--- config.mk ---
export PLATFORM = sky130hd
export DESIGN_NAME = dice_stats
export DESIGN_NICKNAME = d
export VERILOG_FILES = /design/src/rtl/dice_stats.sv
export SDC_FILE = /design/constraint.sdc
export NUM_CORES = 1
export LEC_CHECK = 0
export ABC_AREA = 1
export ABC_CLOCK_PERIOD_IN_PS = 4950
export CAP_MARGIN = 20
export CORE_ASPECT_RATIO = 0.8
export CORE_UTILIZATION = 40
export DETAILED_ROUTE_END_ITERATION = 6
export HOLD_SLACK_MARGIN = 0.15
export PLACE_DENSITY = 0.6
export SLEW_MARGIN = 40
export SYNTH_ARGS = -nofsm -noshare
export SYNTH_HDL_FRONTEND = slang
export SYNTH_SLANG_ARGS = --single-unit
--- constraint.sdc ---
create_clock -name clk -period 4.95 [get_ports clk]
set_clock_uncertainty 0.05 [all_clocks]
set_input_delay 0.495 -clock clk [delete_from_list [all_inputs] [get_ports clk]]
set_output_delay 0.495 -clock clk [all_outputs]
set_load 0.005 [all_outputs]
--- src/rtl/dice_stats.sv ---
// Dice statistics block: watches the roller button, captures the settled
// face after release, flags timeouts on illegal values, and keeps per-face
// counts, a throw count and a running pip total (all saturating).
module dice_stats #(
   parameter int CNT_W = 8,
   parameter int SUM_W = 12
) (
   input  logic             clk,
   input  logic             rst,
   input  logic             button,
   input  logic [2:0]       throw,
   input  logic             clear,
   input  logic [2:0]       sel,
   output logic             busy,
   output logic [2:0]       result,
   output logic             result_valid,
   output logic             error,
   output logic [CNT_W-1:0] count_sel,
   output logic [CNT_W-1:0] num_throws,
   output logic [SUM_W-1:0] total
);

   typedef enum logic [1:0] {
      IDLE    = 2'd0,
      ROLLING = 2'd1,
      SETTLE  = 2'd2
   } state_t;

   localparam logic [CNT_W-1:0] CNT_MAX = '1;
   localparam logic [SUM_W-1:0] SUM_MAX = '1;

   state_t           state_q, state_d;
   logic             button_q;
   logic             armed_q;
   logic [1:0]       settle_cnt_q;
   logic [2:0]       result_q;
   logic             result_valid_q;
   logic             error_q;
   logic [CNT_W-1:0] face_cnt_q [6];
   logic [CNT_W-1:0] num_throws_q;
   logic [SUM_W-1:0] total_q;
   logic [CNT_W-1:0] count_sel_q;

   logic             rise;
   logic             fall;
   logic             legal;
   logic             capture;
   logic             timeout;
   logic [SUM_W:0]   total_sum;

   // armed_q blocks a roll from starting until the button has been seen low
   // at least once after reset, so a button held through reset cannot roll.
   assign rise    = button & ~button_q & armed_q;
   assign fall    = ~button & button_q;
   assign legal   = (throw != 3'd0) && (throw != 3'd7);
   assign capture = (state_q == SETTLE) && legal;
   assign timeout = (state_q == SETTLE) && !legal && (settle_cnt_q == 2'd2);

   // Widened add so saturation can be detected from the carry bit.
   assign total_sum = {1'b0, total_q} + {{(SUM_W-2){1'b0}}, throw};

   // Button edge-detect register and post-reset arming flag.
   always_ff @(posedge clk or negedge rst) begin
      if (!rst) begin
         button_q <= 1'b0;
         armed_q  <= 1'b0;
      end else begin
         button_q <= button;
         if (!button) begin
            armed_q <= 1'b1;
         end
      end
   end

   // FSM state register.
   always_ff @(posedge clk or negedge rst) begin
      if (!rst) begin
         state_q <= IDLE;
      end else begin
         state_q <= state_d;
      end
   end

   // FSM next-state logic; button activity in SETTLE is deliberately ignored.
   always_comb begin
      state_d = state_q;
      case (state_q)
         IDLE: begin
            if (rise) begin
               state_d = ROLLING;
            end
         end
         ROLLING: begin
            if (fall) begin
               state_d = SETTLE;
            end
         end
         SETTLE: begin
            if (capture || timeout) begin
               state_d = IDLE;
            end
         end
         default: state_d = IDLE;
      endcase
   end

   // FSM outputs: busy follows the registered state.
   always_comb begin
      busy = 1'b0;
      if ((state_q == ROLLING) || (state_q == SETTLE)) begin
         busy = 1'b1;
      end
   end

   // Settle wait counter: counts illegal SETTLE cycles, cleared elsewhere.
   always_ff @(posedge clk or negedge rst) begin
      if (!rst) begin
         settle_cnt_q <= 2'd0;
      end else if ((state_q == SETTLE) && !capture && !timeout) begin
         settle_cnt_q <= settle_cnt_q + 2'd1;
      end else begin
         settle_cnt_q <= 2'd0;
      end
   end

   // Captured result and the one-cycle completion / timeout pulses.
   always_ff @(posedge clk or negedge rst) begin
      if (!rst) begin
         result_q       <= 3'd0;
         result_valid_q <= 1'b0;
         error_q        <= 1'b0;
      end else begin
         result_valid_q <= capture;
         error_q        <= timeout;
         if (capture) begin
            result_q <= throw;
         end
      end
   end

   // Statistics: clear has priority over a coincident capture.
   always_ff @(posedge clk or negedge rst) begin
      if (!rst) begin
         for (int i = 0; i < 6; i++) begin
            face_cnt_q[i] <= '0;
         end
         num_throws_q <= '0;
         total_q      <= '0;
      end else if (clear) begin
         for (int i = 0; i < 6; i++) begin
            face_cnt_q[i] <= '0;
         end
         num_throws_q <= '0;
         total_q      <= '0;
      end else if (capture) begin
         for (int i = 0; i < 6; i++) begin
            if ((throw == 3'(i + 1)) && (face_cnt_q[i] != CNT_MAX)) begin
               face_cnt_q[i] <= face_cnt_q[i] + 1'b1;
            end
         end
         if (num_throws_q != CNT_MAX) begin
            num_throws_q <= num_throws_q + 1'b1;
         end
         if (total_sum[SUM_W]) begin
            total_q <= SUM_MAX;
         end else begin
            total_q <= total_sum[SUM_W-1:0];
         end
      end
   end

   // Registered per-face readout; faces 0 and 7 do not exist and read as 0.
   always_ff @(posedge clk or negedge rst) begin
      if (!rst) begin
         count_sel_q <= '0;
      end else begin
         case (sel)
            3'd1:    count_sel_q <= face_cnt_q[0];
            3'd2:    count_sel_q <= face_cnt_q[1];
            3'd3:    count_sel_q <= face_cnt_q[2];
            3'd4:    count_sel_q <= face_cnt_q[3];
            3'd5:    count_sel_q <= face_cnt_q[4];
            3'd6:    count_sel_q <= face_cnt_q[5];
            default: count_sel_q <= '0;
         endcase
      end
   end

   assign result       = result_q;
   assign result_valid = result_valid_q;
   assign error        = error_q;
   assign count_sel    = count_sel_q;
   assign num_throws   = num_throws_q;
   assign total        = total_q;

endmodule

* Word-level counts from Yosys, hierarchy flattened *
Index checks and enable logic that the tools add are counted.

word-level totals
  flip-flop bits (word level) = 87
  input port bits = 10
  output and inout port bits = 34
  logic and storage cells = 112

cells by class
  add/sub/neg operators = 9
  equal/unequal tests = 26
  mux-type cells = 21
  bitwise operators = 5
  reduce and logical (&&, ||, !) cells = 35

operator list
  operator                                        number
  2-to-1 mux 48 bit                               2
  2-to-1 mux 8 bit                                9
  adder 8 x 1 -> 8 bit (second input constant)    7
  inequality test 8 bit (second input constant)   7
  case mux 8 bit (6 select lines)                 1
  2-to-1 mux 12 bit                               3
  == test 3 bit (second input constant)           6
  nonzero test 2 bit                              8
  AND reduction 2 bit                             7
  adder 12 x 3 -> 13 bit                          1
  == test 3 x 2 -> 1 bit (second input constant)  4
  logical AND 1 bit                               12
  2-to-1 mux 2 bit                                4
  == test 3 x 1 -> 1 bit (second input constant)  2
  case mux 2 bit (3 select lines)                 1
  == test 2 bit (second input constant)           2
  inequality test 2 bit (second input constant)   2
  AND 1 bit                                       3
  zero test 1 bit                                 3
  inequality test 3 bit (second input constant)   1
  AND reduction 3 bit                             1
  nonzero test 3 bit                              1
  adder 2 x 1 -> 2 bit (second input constant)    1
  == test 2 x 1 -> 1 bit (second input constant)  1
  other kinds (5)                                 7

* Depth between registers and ports, before layout *
  depth in word-level cells = 8
  mapped depth = 10
  gate-level depth less buffers = 10

* Least setup slack after synthesis *
Ideal clock, no wire load.

  kind = input to register
  from = in throw[0]
  to = reg total_q[3] (netlist: total[3])
  library setup time = 0.124 ns
  data arrival time = 1.729 ns
  data required time = 4.776 ns
  slack = 3.047 ns
  stages on the path = 10
  buffers on the path = 0
  path through = ha_1 -> fa_1 -> nand2_1 -> nand2_1 -> nand2_1 -> inv_1 -> nand3_1 -> o21ai_0 -> nand2_1 -> nand2_1

on the way
  word-level cells in the longest chain between the ends = 4
  elaborated cells between the ends (all ways) = 9
  those cells by class = add/sub (1); eq/ne (1); mux (3); reduce/logical (4)

ends and longest elaborated chain
  what                                                            line     text
  start, declared                                                 11       input logic [2:0] throw,
  adder 12 x 3 -> 13 bit (tied with other cells)                  60       assign total_sum = {1'b0, total_q} + {{(SUM_W-2){1'b0}}, throw};
  2-to-1 mux 12 bit / logical AND 1 bit (equally long branches)   164, 55
  2-to-1 mux 12 bit / logical AND 1 bit (equally long branches)   155, 56
  2-to-1 mux 12 bit / nonzero test 2 bit (equally long branches)  --
  end signal, assigned                                            167      total_q <= total_sum[SUM_W-1:0];
  end, declared                                                   41       logic [SUM_W-1:0] total_q;

Parallel ways exist; a longest one is shown, timed or not. The select of a mux whose other input is x is not followed.
A chain may end at the register's enable or synchronous reset.

* Worst setup path after layout *
  from = in clear
  to = reg num_throws_q[3] (netlist: num_throws[3])

on the way
  word-level cells in the longest chain between the ends = 2
  elaborated cells between the ends (all ways) = 4
  those cells by class = mux (1); reduce/logical (3)

ends and longest elaborated chain
  what                           line  text
  start, declared                12    input logic clear,
  nonzero test 2 bit (no line)   --
  AND reduction 2 bit (no line)  --
  end signal, assigned           162   num_throws_q <= num_throws_q + 1'b1;
  end, declared                  40    logic [CNT_W-1:0] num_throws_q;

Parallel ways exist; a longest one is shown, timed or not.

==> reports/results.txt <==
R2R cell count - 8
Sequential cell area - 2180 sq um
Ys flop type - dfrtp_1
Vias per std cell - 5.13
Post-detail-place hpwl - 9390 um
Hold path cells - 1
IO Count - 44
Reg2reg end - num_throws[3]
Flop2flop setup slack - 2.79 ns
Sequential Power Share - 42.1%
Setup violations, final - 0
Mapped Avg Cell Area - 7.42 sq um
Grt met3 use - 4.42%
Gr usage total - 20.1%
Worst Path Arrival - 3.14 ns
Clock power share - 43.6%
CTS tree - yes
Share of cells above drive strength 1 - 5.14%
Worst vdd ir - 215 uV
Tcrit/Tclk final - 59.3%
Core Box Area - 12300 sq um
Global route overflow - 0
Fmax - 0.340 GHz
Busiest layer in global routing - met2
H-tree levels - 3
Layout area overhead - 17.6%
Comb pwr share - 14.3%
Total of fill cells in the finished design - 1211
Drt pass-1 iters - 6
CP required - 5.15 ns
Setup bufs post-CTS - 0
Startpoint Class - primary input
Wire per inst - 13.8 um
Hold wc startpoint - settle_cnt_q[0]
Die Width - 129 um
Max-slew violations - 0
LEAKAGE - 0.00281 uW
Synthesized Nets - 717
Critical Path End Type - register
Ys Warns - 0
Largest net degree at the start of global routing - 47
Most common cell after layout, fill and taps aside - nand2_1
Post-CTS sizing - 0
CP max FO - 25
Sw power - 480 uW
Root buffer cell - clkbuf_16
Setup tns final - 0 ns
Diodes inserted - 0
Initial core utilization - 41.6%
Chip Height - 103 um
Clock sink count - 87
RSZ-0062 raised after global routing - false
DRT iter0 DRCs - 410
Post-layout min period - 2.94 ns
EDFF count, synth - 0
Worst Hold End - settle_cnt_q[0]
Met1 GRT Util - 28.1%
Final hold violations - 0
Hold crit path type - reg -> reg
Drt total wl - 12600 um
Distinct cell type count after synthesis - 28
#FFs+latches synth - 87
Outcome - complete, no violations
Met2 GRT Util - 31.4%
Top cell type by total area after synthesis - dfrtp_1
Final ANT Viol Nets - 0
Skew-Pair Late Insertion Delay - 0.35 ns
Net Sw Frac - 26.3%
Area of the mapped netlist - 5140 sq um
First-pass GRT wire length - 20800 um
FP Rows - 36
Share of the synthesized area in the top cell type - 42.4%
Cts hold-fix bufs - 1
Max Root-Sink Buffers - 2
Post-synthesis sequential area ratio - 42.4%
Slew @ Worst Pin - 0.822 ns
PwrDens - 302 nW/um^2
Pint - 1350 uW
Initial antenna violation count - 0
Vias in the first global route - 4264
Crit path kind - in -> reg
GPL Wtd Cong - 0.878
Final #Nets - 760
Share of flip-flops with an asynchronous set or reset - 100%
Final core utilization - 49.0%
Worst r2r src - state_q[0]
Max cap viols - 0
CTS clock-pin slew for the worst setup and hold paths - 0.07 ns
Multi-input gate area - 2430 sq um
Die ar. - 13300 sq um
IO buf count - 43
DRC viols - 0
Max-slew headroom - 45.2%
Commonest non-fill, non-tap cells in the layout - 184 x nand2_1, 107 x inv_1, 87 x dfrtp_1, 79 x nand3_1, 48 x o21ai_0
Dominant cells by area after synthesis - dfrtp_1 42%, nand2_1 13%, inv_1 7.8%
Num CTS Buffers - 9
Synth Instances - 692
Vias - 4669
[cell type report]
cell class | count | share of cell area, %
clock buffer | 10 | 3.79
clock inverter | 6 | 1.93
multi-input combinational | 479 | 40.3
inverter | 112 | 6.96
timing repair buffer | 46 | 7.50
sequential | 87 | 36.0
tap | 171 | 3.54
[sequential cells by signal, summed over array words and instances, names as in the netlist]
name / cells
count_sel: 8
button_q: 1
error: 1
result_valid: 1
state_q: 2
total: 12
result: 3
face_cnt_q: 48
settle_cnt_q: 2
armed_q: 1
num_throws: 8
[synthesized netlist by cell type, types with 8 or more instances]
| library cell | n |
|---|---|
| dfrtp_1 | 87 |
| o21ai_1 | 11 |
| xor2_1 | 11 |
| nand4_1 | 32 |
| nor2_1 | 43 |
| o22ai_1 | 16 |
| inv_1 | 107 |
| ha_1 | 14 |
| nor3_1 | 11 |
| nand2_1 | 184 |
| buf_2 | 8 |
| nand3_1 | 79 |
| o21ai_0 | 48 |
| o211ai_1 | 10 |
[worst max path at each step]
stage | cells past startpoint | from | to
floorplan | 10 | throw[0] | total[3]
global placement | 7 | clear | face_cnt_q[22]
detailed placement | 6 | clear | num_throws[0]
CTS | 6 | clear | num_throws[3]
global route | 6 | clear | num_throws[0]
finish | 6 | clear | num_throws[3]
[power groups by stage]
stage | registers [uW] | logic [uW] | clock network [uW]
after global placement | 782 | 254 | 0
after CTS | 770 | 264 | 811
after floorplan | 779 | 155 | 0
after detailed placement | 783 | 261 | 0
final | 769 | 261 | 795
after global routing | 774 | 297 | 840
[metrics by stage]
step	instances	hold slack, ns	total power [uW]	instance area, sq um	setup WS (ns)
3_5_place_dp	894	0.363	1040	5690	1.69
4_1_cts	911	0.373	1840	6040	2.03
5_1_grt	911	0.390	1910	6040	1.80
2_1_floorplan	692	0.149	934	5140	3.05
3_3_place_gp	894	0.367	1040	5690	1.85
6_report	911	0.371	1830	6040	2.01
[worst max-delay path: stages]
cell and delay, ns:
clkdlybuf4s50_1 0.75, inv_1 0.78, nand4_1 0.32, nand2_1 0.41, inv_1 0.15, o21ai_0 0.22
[cell families (layout without fill, tap and decap cells)]
group	count (synthesis)	count (layout)	synth area share, %
AO/OA/AOI/OAI	91	91	10.1
XOR/XNOR	11	11	1.88
adder cells (fa/ha/maj)	15	15	3.80
buffers and inverters	126	174	10.3
flip-flops	87	87	42.4
AND/OR/NAND/NOR	362	362	31.6
[layer usage]
layer / vias to the layer above / routed length, um
li1: 2353 / -
met3: 16 / 622
met5: - / 0
met1: 2192 / 6150
met2: 108 / 5630
met4: 0 / 170
Power figures use the tool's default switching activity.
